===== src/rtl/alu_rx_pkg.sv =====
// Shared types and constants for the ALU result receiver.
package alu_rx_pkg;

    // Receiver operating modes
    typedef enum logic [1:0] {
        ST_IDLE  = 2'd0,
        ST_RUN   = 2'd1,
        ST_FAULT = 2'd2
    } rx_state_e;

    // Compare codes stored alongside each result
    localparam logic [1:0] CMP_LT  = 2'b00;
    localparam logic [1:0] CMP_EQ  = 2'b01;
    localparam logic [1:0] CMP_GT  = 2'b10;
    localparam logic [1:0] CMP_BAD = 2'b11;

    // Width of the event counters and of one stored FIFO entry {err, cmp, data}
    localparam int CNT_W   = 8;
    localparam int ENTRY_W = 11;

    // Increment that sticks at the all-ones value instead of wrapping
    function automatic logic [CNT_W-1:0] sat_inc(input logic [CNT_W-1:0] v);
        return (v == {CNT_W{1'b1}}) ? v : v + CNT_W'(1);
    endfunction

endpackage


===== src/rtl/alu_rx_fifo.sv =====
// First-word-fall-through FIFO; the head entry is visible on rdata
// the cycle after it is written. Pointers carry one extra wrap bit so
// full and empty can be told apart when the index bits match.
module alu_rx_fifo #(
    parameter int WIDTH = 11,
    parameter int DEPTH = 4,
    localparam int AW   = $clog2(DEPTH)
) (
    input  logic             clk,
    input  logic             rst_n,
    input  logic             push,
    input  logic [WIDTH-1:0] wdata,
    input  logic             pop,
    output logic [WIDTH-1:0] rdata,
    output logic             empty,
    output logic             full,
    output logic [AW:0]      count
);

    logic [WIDTH-1:0] mem_q [DEPTH];
    logic [AW:0]      wr_ptr_q, wr_ptr_d;
    logic [AW:0]      rd_ptr_q, rd_ptr_d;
    logic             do_push;
    logic             do_pop;

    assign empty   = (wr_ptr_q == rd_ptr_q);
    assign full    = (wr_ptr_q[AW] != rd_ptr_q[AW]) &&
                     (wr_ptr_q[AW-1:0] == rd_ptr_q[AW-1:0]);
    assign count   = wr_ptr_q - rd_ptr_q;
    assign rdata   = mem_q[rd_ptr_q[AW-1:0]];
    assign do_push = push && !full;
    assign do_pop  = pop && !empty;

    // Advance each pointer by one when its side moves; wrap is natural
    always_comb begin
        wr_ptr_d = wr_ptr_q + {{AW{1'b0}}, do_push};
        rd_ptr_d = rd_ptr_q + {{AW{1'b0}}, do_pop};
    end

    // Pointer registers; reset empties the FIFO by realigning them
    always_ff @(posedge clk or negedge rst_n) begin
        if (!rst_n) begin
            wr_ptr_q <= '0;
            rd_ptr_q <= '0;
        end else begin
            wr_ptr_q <= wr_ptr_d;
            rd_ptr_q <= rd_ptr_d;
        end
    end

    // Storage needs no reset: stale slots are unreachable once pointers realign
    always_ff @(posedge clk) begin
        if (do_push) begin
            mem_q[wr_ptr_q[AW-1:0]] <= wdata;
        end
    end

endmodule


===== src/rtl/alu_result_rx.sv =====
// Receives ALU result words, checks parity and compare flags, queues
// them for a consumer and tracks error statistics. A run of bad words
// parks the receiver in FAULT until software clears it.
module alu_result_rx
    import alu_rx_pkg::*;
#(
    parameter int DEPTH        = 4,
    parameter int FAULT_THRESH = 3
) (
    input  logic             clk,
    input  logic             rst_n,
    input  logic             in_valid,
    output logic             in_ready,
    input  logic [7:0]       in_y,
    input  logic             in_parity,
    input  logic             in_greater,
    input  logic             in_is_eq,
    input  logic             in_less,
    output logic             out_valid,
    input  logic             out_ready,
    output logic [7:0]       out_data,
    output logic [1:0]       out_cmp,
    output logic             out_err,
    input  logic             clr,
    output logic [CNT_W-1:0] par_err_cnt,
    output logic [CNT_W-1:0] flag_err_cnt,
    output logic [CNT_W-1:0] drop_cnt,
    output logic             fault
);

    localparam int              AW       = $clog2(DEPTH);
    localparam int              BAD_W    = 16;
    localparam logic [AW:0]     FULL_CNT = (AW+1)'(DEPTH);
    localparam logic [BAD_W-1:0] THRESH_V = BAD_W'(FAULT_THRESH);

    rx_state_e          state_q, state_d;
    logic               in_ready_q, in_ready_d;
    logic               fault_q, fault_d;
    logic [CNT_W-1:0]   par_cnt_q, par_cnt_d;
    logic [CNT_W-1:0]   flag_cnt_q, flag_cnt_d;
    logic [CNT_W-1:0]   drop_cnt_q, drop_cnt_d;
    logic [BAD_W-1:0]   bad_cnt_q, bad_cnt_d;

    logic               push;
    logic               pop;
    logic               par_err;
    logic               flag_err;
    logic [1:0]         flag_sum;
    logic [1:0]         cmp_code;
    logic [ENTRY_W-1:0] fifo_wdata;
    logic [ENTRY_W-1:0] fifo_rdata;
    logic               fifo_empty;
    logic               fifo_full;
    logic [AW:0]        fifo_count;
    logic [AW:0]        count_next;

    assign push      = in_valid && in_ready_q;
    assign out_valid = !fifo_empty;
    assign pop       = out_valid && out_ready;

    // Word checks: parity covers bits 5:0 only, flags must be one-hot
    always_comb begin
        par_err  = (^in_y[5:0]) != in_parity;
        flag_sum = {1'b0, in_greater} + {1'b0, in_is_eq} + {1'b0, in_less};
        flag_err = (flag_sum != 2'd1);
        if (flag_err) begin
            cmp_code = CMP_BAD;
        end else if (in_greater) begin
            cmp_code = CMP_GT;
        end else if (in_is_eq) begin
            cmp_code = CMP_EQ;
        end else begin
            cmp_code = CMP_LT;
        end
        fifo_wdata = {par_err || flag_err, cmp_code, in_y};
    end

    alu_rx_fifo #(
        .WIDTH (ENTRY_W),
        .DEPTH (DEPTH)
    ) u_fifo (
        .clk   (clk),
        .rst_n (rst_n),
        .push  (push),
        .wdata (fifo_wdata),
        .pop   (pop),
        .rdata (fifo_rdata),
        .empty (fifo_empty),
        .full  (fifo_full),
        .count (fifo_count)
    );

    // Head entry is driven to zero whenever nothing is queued
    always_comb begin
        out_data = out_valid ? fifo_rdata[7:0]  : 8'h00;
        out_cmp  = out_valid ? fifo_rdata[9:8]  : 2'b00;
        out_err  = out_valid ? fifo_rdata[10]   : 1'b0;
    end

    // Next-state for counters, bad-run length, mode and the ready flag
    always_comb begin
        par_cnt_d  = par_cnt_q;
        flag_cnt_d = flag_cnt_q;
        drop_cnt_d = drop_cnt_q;
        bad_cnt_d  = bad_cnt_q;
        state_d    = state_q;

        if (clr) begin
            par_cnt_d  = '0;
            flag_cnt_d = '0;
            drop_cnt_d = '0;
            bad_cnt_d  = '0;
        end else begin
            if (push && par_err) begin
                par_cnt_d = sat_inc(par_cnt_q);
            end
            if (push && flag_err) begin
                flag_cnt_d = sat_inc(flag_cnt_q);
            end
            if (in_valid && !in_ready_q && state_q == ST_RUN) begin
                drop_cnt_d = sat_inc(drop_cnt_q);
            end
            if (push) begin
                if (par_err || flag_err) begin
                    if (bad_cnt_q != {BAD_W{1'b1}}) begin
                        bad_cnt_d = bad_cnt_q + BAD_W'(1);
                    end
                end else begin
                    bad_cnt_d = '0;
                end
            end
        end

        case (state_q)
            ST_IDLE:  state_d = ST_RUN;
            ST_RUN:   if (!clr && bad_cnt_d >= THRESH_V) state_d = ST_FAULT;
            ST_FAULT: if (clr) state_d = ST_RUN;
            default:  state_d = ST_IDLE;
        endcase

        // Ready is held off for the first RUN cycle after IDLE, and
        // looks ahead at occupancy so it drops as the last slot fills
        count_next = fifo_count + {{AW{1'b0}}, push} - {{AW{1'b0}}, pop};
        in_ready_d = (state_d == ST_RUN) && (state_q != ST_IDLE) &&
                     (count_next < FULL_CNT);
        fault_d    = (state_d == ST_FAULT);
    end

    // Mode, registered outputs and counters
    always_ff @(posedge clk or negedge rst_n) begin
        if (!rst_n) begin
            state_q    <= ST_IDLE;
            in_ready_q <= 1'b0;
            fault_q    <= 1'b0;
            par_cnt_q  <= '0;
            flag_cnt_q <= '0;
            drop_cnt_q <= '0;
            bad_cnt_q  <= '0;
        end else begin
            state_q    <= state_d;
            in_ready_q <= in_ready_d;
            fault_q    <= fault_d;
            par_cnt_q  <= par_cnt_d;
            flag_cnt_q <= flag_cnt_d;
            drop_cnt_q <= drop_cnt_d;
            bad_cnt_q  <= bad_cnt_d;
        end
    end

    assign in_ready     = in_ready_q;
    assign fault        = fault_q;
    assign par_err_cnt  = par_cnt_q;
    assign flag_err_cnt = flag_cnt_q;
    assign drop_cnt     = drop_cnt_q;

endmodule


===== config.mk =====
export PLATFORM = sky130hd
export DESIGN_NAME = alu_result_rx
export DESIGN_NICKNAME = d
export VERILOG_FILES = /design/src/rtl/alu_rx_pkg.sv /design/src/rtl/alu_rx_fifo.sv /design/src/rtl/alu_result_rx.sv
export SDC_FILE = /design/constraint.sdc
export NUM_CORES = 1
export LEC_CHECK = 0
export BUFFER_PORTS_ARGS = -buffer_cell sky130_fd_sc_hd__buf_2
export CAP_MARGIN = 20
export CORE_MARGIN = 2
export CORE_UTILIZATION = 40
export CTS_CLUSTER_DIAMETER = 50
export DETAILED_ROUTE_END_ITERATION = 10
export REMOVE_ABC_BUFFERS = 1
export SYNTH_ARGS = -nofsm -noshare
export SYNTH_HDL_FRONTEND = slang
export SYNTH_SLANG_ARGS = --single-unit

===== constraint.sdc =====
create_clock -name clk -period 5.27 [get_ports clk]
set_input_delay 0.7905 -clock clk [delete_from_list [all_inputs] [get_ports clk]]
set_output_delay 0.7905 -clock clk [all_outputs]
set_load 0.01 [all_outputs]

* Word level (Yosys, flattened, before mapping)
Memory sizes are Yosys's and may differ from the RTL's.
Index checks and enable logic that the tools add are counted.
W data, S select, Z words.
** Word-level totals
- Input port bits :: 17
- Output and inout port bits :: 38
- Word-level logic and storage cells :: 89
- Memory bits (writable) :: 44
- Register bits after elaboration :: 50
- Memories kept :: 1
** Operators by class
- Equal/unequal tests :: 16
- $lt $le $gt $ge :: 2
- $add $sub $neg :: 11
- Multiplexer cells :: 24
- Reduce and logical (&&, ||, !) cells :: 26
** Memory list
- u_fifo.mem_q :: depth 4, bits a word 11, read ports 1, clocked after Yosys merged registers in 0, wr ports 1, line alu_rx_fifo.sv:20 : logic [WIDTH-1:0] mem_q [DEPTH];
** Operators with widths (number)
- $mux W8 :: 10
- $mux W16 :: 4
- $add A8 B1 Y8 const B :: 3
- $eq A8 B8 Y1 const B :: 3
- $add A16 B1 Y16 const B :: 1
- $ge A16 B2 Y1 const B :: 1
- $ne A16 B16 Y1 const B :: 1
- $logic_and A1 B1 Y1 :: 12
- $mux W2 :: 5
- $add A3 B1 Y3 :: 3
- $reduce_bool A2 Y1 :: 4
- $ne A2 B2 Y1 const B :: 3
- $pmux W2 S3 :: 1
- $reduce_and A2 Y1 :: 3
- $reduce_xor A6 Y1 :: 1
- $eq A2 B1 Y1 const B :: 2
- $eq A2 B2 Y1 const B :: 2
- $logic_not A1 Y1 :: 4
- $mux W1 :: 4
- $eq A3 B3 Y1 :: 1
- $lt A3 B3 Y1 const B :: 1
- $sub A3 B1 Y3 :: 1
- $sub A3 B3 Y3 :: 1
- $add A1 B1 Y2 :: 1
- 6 further kinds :: 7

* Logic depth before layout (Yosys ltp)
- Depth in word-level cells :: 14
- Gate-level depth with buffers :: 13
- Mapped depth without buffers :: 12

* By module
From an unflattened synthesis, not the netlist that was laid out.
** Second synthesis, totals
- Cell total of the unflattened synthesis :: 398
- Area, all modules :: 4762.1 um^2
** Modules (own cells, without submodules)
- alu_result_rx :: sequential area each 1101.1 um^2, area an instance 2790.2 um^2, times used 1, cells an instance 306
- alu_rx_fifo :: sequential area each 1471.4 um^2, area an instance 1971.9 um^2, times used 1, cells an instance 92

* Worst setup path after synthesis
Ideal clock, no wire load.
- Path type :: reg2reg
- From :: register u_fifo.rd_ptr_q[1]
- To :: register in_ready_q, in the netlist in_ready
- Required time :: 5.151 ns
- Library setup time :: 0.119 ns
- Path buffers :: 1
- Cell stages (with the launch flop) :: 14
- Setup slack :: 2.563 ns
- Arrival :: 2.588 ns
- Cell sequence :: dfrtp_1 xor2_1 nor3_1 clkbuf_1 inv_1 nand2_1 fa_1 inv_1 fa_1 nor2_1 xnor2_1 xnor2_1 a21oi_1 o21a_1
** Between the ends
- Word-level cells in the longest chain between the ends :: 6
- Elaborated cells on any way between the ends :: 8
** RTL lines
- start, declared :: line alu_rx_fifo.sv:22 : logic [AW:0] rd_ptr_q, rd_ptr_d;
- start signal, assigned :: line alu_rx_fifo.sv:47 : rd_ptr_q <= rd_ptr_d;
- $eq A3 B3 Y1 :: line alu_rx_fifo.sv:26 : assign empty = (wr_ptr_q == rd_ptr_q);
- $logic_not A1 Y1 :: line alu_result_rx.sv:58 : assign out_valid = !fifo_empty;
- named net out_valid :: line alu_result_rx.sv:19 : output logic out_valid,
- $logic_and A1 B1 Y1 :: line alu_result_rx.sv:59 : assign pop = out_valid && out_ready;
- $sub A3 B1 Y3 :: line alu_result_rx.sv:143 : count_next = fifo_count + {{AW{1'b0}}, push} - {{AW{1'b0}}, pop};
- $lt A3 B3 Y1 :: line alu_result_rx.sv:145 : (count_next < FULL_CNT);
- $logic_and A1 B1 Y1 :: line alu_result_rx.sv:144 : in_ready_d = (state_d == ST_RUN) && (state_q != ST_IDLE) &&
- named net in_ready_d :: line alu_result_rx.sv:37 : logic in_ready_q, in_ready_d;
- end signal, assigned :: line alu_result_rx.sv:161 : in_ready_q <= in_ready_d;
- end, declared :: line alu_result_rx.sv:37
The timed path passes the listed nets, and every way through them passes these cells.
A chain may end at the register's enable or synchronous reset.

* Final worst setup path
- From :: register u_fifo.rd_ptr_q[0]
- To :: register in_ready_q, in the netlist in_ready
** Between the ends
- Word-level cells in the longest chain between the ends :: 6
- Elaborated cells on any way between the ends :: 8
** RTL lines (line)
- parallel branches: the longest is 3 deep, another holds $sub A3 B3 Y3
- $sub A3 B1 Y3 * :: alu_result_rx.sv:143
- $lt A3 B3 Y1 * :: alu_result_rx.sv:145
- $logic_and A1 B1 Y1 * :: alu_result_rx.sv:144
- named net in_ready_d :: alu_result_rx.sv:37
Mark *: on every way through the listed nets, which the timed path passes.

==> out/metrics.csv <==
metric;value;unit
setup_viol;0;
drt_first_iter_violations;180;
grt_start_max_net_pins;51;
p_leak;2.21;nW
synth_top_area_share;28.9;%
diodes;0;
hold_class;register to register;
design_area;5340;µm²
peakVddDrop;0.297;mV
synth_top_family_by_area;simple AND/OR/NAND/NOR gates;
layout_commonest_cell;buf_2;
gp_congestion;0.820;
firstDrtPassIters;4;
dpl.hpwl;6.17;mm
htree_levels;3;
synth_edf_count;44;
arrival;3330;ps
worstHoldEndpoint;u_fifo.wr_ptr_q[2]$_DFF_PN0_;
synthCells;363;
critical_path_required;5500;ps
grt_pass1_wl;15.1;mm
die_y;111;µm
powerDensity;436;nW/µm²
synth.avg_cell_area;12.6;µm²
grt-ovfl-total;0;
ys_seq_elements;94;
vias;3015;
synthDistinctLibCells;52;
fin_crit;3100;ps
synth_xor_area_share;8.06;%
rrSetupSlack;2170;ps
num_rows;39;
antenna_found_initial;0;
root_buffer;clkbuf_16;
grt_pass1_vias;3008;
ctsHoldBuffers;0;
nets;452;
io-pin-count;55;
synth_mux_area_share;7.38;%
drc;0;
tightest_slew;995;ps
port_buffers;54;
min_path_cells;1;
critPathKind;register to register;
final_cell_mix;54 x buf_2, 50 x dfrtp_1, 46 x nor2_1;
cts.sinks;94;
start_util;40.6;%
synth_compound_area_share;5.74;%
post-cts-setup-buffer-count;0;
ys.flop_type;dfrtp_1;
via_per_inst;5.28;
skew;6.26;ps
r2r_start;u_fifo.rd_ptr_q[0]$_DFF_PN0_;
clock_latency;340;ps
synthSimpleGateAreaFrac;16.3;%
path_clk_slew;70;ps
die_width;111;µm
syn_to_final_growth;16.5;%
wl;9.08;mm
cp-end-kind;register;
reg2reg_to;in_ready$_DFF_PN0_;
cts_tree;yes;
synth_area_leaders;edfxtp_1 29%, dfrtp_1 27%, mux4_2 5.4%, xor2_1 4.8%, nor2_1 3.8%;
ys_warn_count;0;
yosysTopAreaCell;edfxtp_1;
drive_gt1_share;22.7;%
cts.path.max_buffers;2;
path_max_fanout;14;
r2r_cells;13;
fmax;323;MHz
status;finished, final reports clean;
routedWlPerCell;15.9;µm
cap_viol_max_count;0;
setup_tns;0;ps
ys_seq_area_share;56.2;%
ant_nets;0;
numCtsBuffers;9;
whs;491;ps
period_share;58.8;%
grtUsageTotal;15.4;%
hold_violations;0;
cts_resized;0;
coreArea;11300;µm²
start_kind;register;
dpl_cell_area;5000;µm²
maxSlewViolCount;0;
worstHoldStart;u_fifo.wr_ptr_q[2]$_DFF_PN0_;
relSlewSlack;33.6;%
synthAdderAreaFrac;3.77;%
syn_area;4580;µm²
grt_setup_unrepaired;no;
dieArea;12300;µm²
fill_cells;1012;
synthArstFlopShare;53.2;%
[metrics by stage]
step           std cells  power, W  setup WS, ps  util [%]
4_1_cts              569   0.00236          2110      47.2
3_5_place_dp         553   0.00165          2140      44.3
3_3_place_gp         553   0.00164          2190      44.3
2_1_floorplan        351   0.00141          2040         -
5_1_grt              571   0.00247          1950      47.3
6_report             571   0.00232          2170      47.3
[report_power, final]
group          total, W  internal (W)  switching (W)
Combinational  0.000662      0.000325       0.000337
Sequential     0.000971      0.000866       0.000106
Clock          0.000691      0.000419       0.000272
Total           0.00232       0.00161       0.000715
[worst max-delay path, stage by stage, from the launching register on]
cell	delay (ps)
dfrtp_1	860
xor2_1	250
nor3_1	70
buf_4	200
inv_1	80
nand2_1	100
fa_1	370
inv_1	70
fa_1	400
nor2_1	140
xnor2_1	150
xnor2_1	150
a21oi_1	60
o21a_1	100
[sequential cells by signal, indices dropped and copies added, names as in the netlist]
register / cells
fault: 1
drop_cnt: 8
bad_cnt_q: 16
flag_err_cnt: 8
in_ready: 1
state_q: 2
par_err_cnt: 8
u_fifo.rd_ptr_q: 3
u_fifo.mem_q: 44
u_fifo.wr_ptr_q: 3
[synthesized netlist by cell type (3+ instances only)]
master / n
nor3b_1: 3
inv_1: 13
or3_1: 3
nor2b_1: 12
nand4_1: 14
ha_1: 9
xor2_1: 25
nor2_1: 46
dfrtp_1: 50
nand3_1: 13
o21ai_0: 6
nor3_1: 6
and3_1: 6
mux2i_1: 9
nand2_1: 18
nor4_1: 6
fa_1: 3
clkbuf_1: 5
buf_4: 3
a21oi_1: 8
edfxtp_1: 44
mux4_2: 11
xnor2_1: 12
[worst max path at each step]
stage | startpoint | end
2_1_floorplan | u_fifo.rd_ptr_q[0]$_DFF_PN0_ | in_ready$_DFF_PN0_
3_3_place_gp | u_fifo.rd_ptr_q[0]$_DFF_PN0_ | in_ready$_DFF_PN0_
3_5_place_dp | u_fifo.rd_ptr_q[0]$_DFF_PN0_ | in_ready$_DFF_PN0_
4_1_cts | u_fifo.rd_ptr_q[0]$_DFF_PN0_ | in_ready$_DFF_PN0_
5_1_grt | u_fifo.rd_ptr_q[0]$_DFF_PN0_ | in_ready$_DFF_PN0_
6_report | u_fifo.rd_ptr_q[0]$_DFF_PN0_ | in_ready$_DFF_PN0_
[final cells by class]
| type | count | area, µm² | share of cell area, % |
|---|---|---|---|
| clock buffer | 11 | 233 | 4.36 |
| clock inverter | 5 | 85.1 | 1.59 |
| inverter | 13 | 48.8 | 0.915 |
| multi-input combinational | 244 | 1890 | 35.4 |
| sequential | 94 | 2570 | 48.2 |
| tap | 143 | 179 | 3.35 |
| timing repair buffer | 61 | 327 | 6.12 |
[kinds of logic after synthesis]
| logic type | Yosys count |
|---|---|
| adder cells (fa/ha/maj) | 12 |
| AND/OR/NAND/NOR | 141 |
| XOR/XNOR | 39 |
| flip-flops | 94 |
| AO/OA/AOI/OAI | 32 |
| buffers and inverters | 25 |
| multiplexers | 20 |
[metal layers]
| layer | GRT usage, % | vias to the layer above | wire length [µm] |
|---|---|---|---|
| li1 | - | 1440 | - |
| met1 | 20.0 | 1486 | 4090 |
| met2 | 25.4 | 83 | 4420 |
| met3 | 4.87 | 6 | 489 |
| met4 | 3.33 | 0 | 70 |
| met5 | 0 | - | 0 |
No activity file was read; power rests on OpenSTA's default activity.
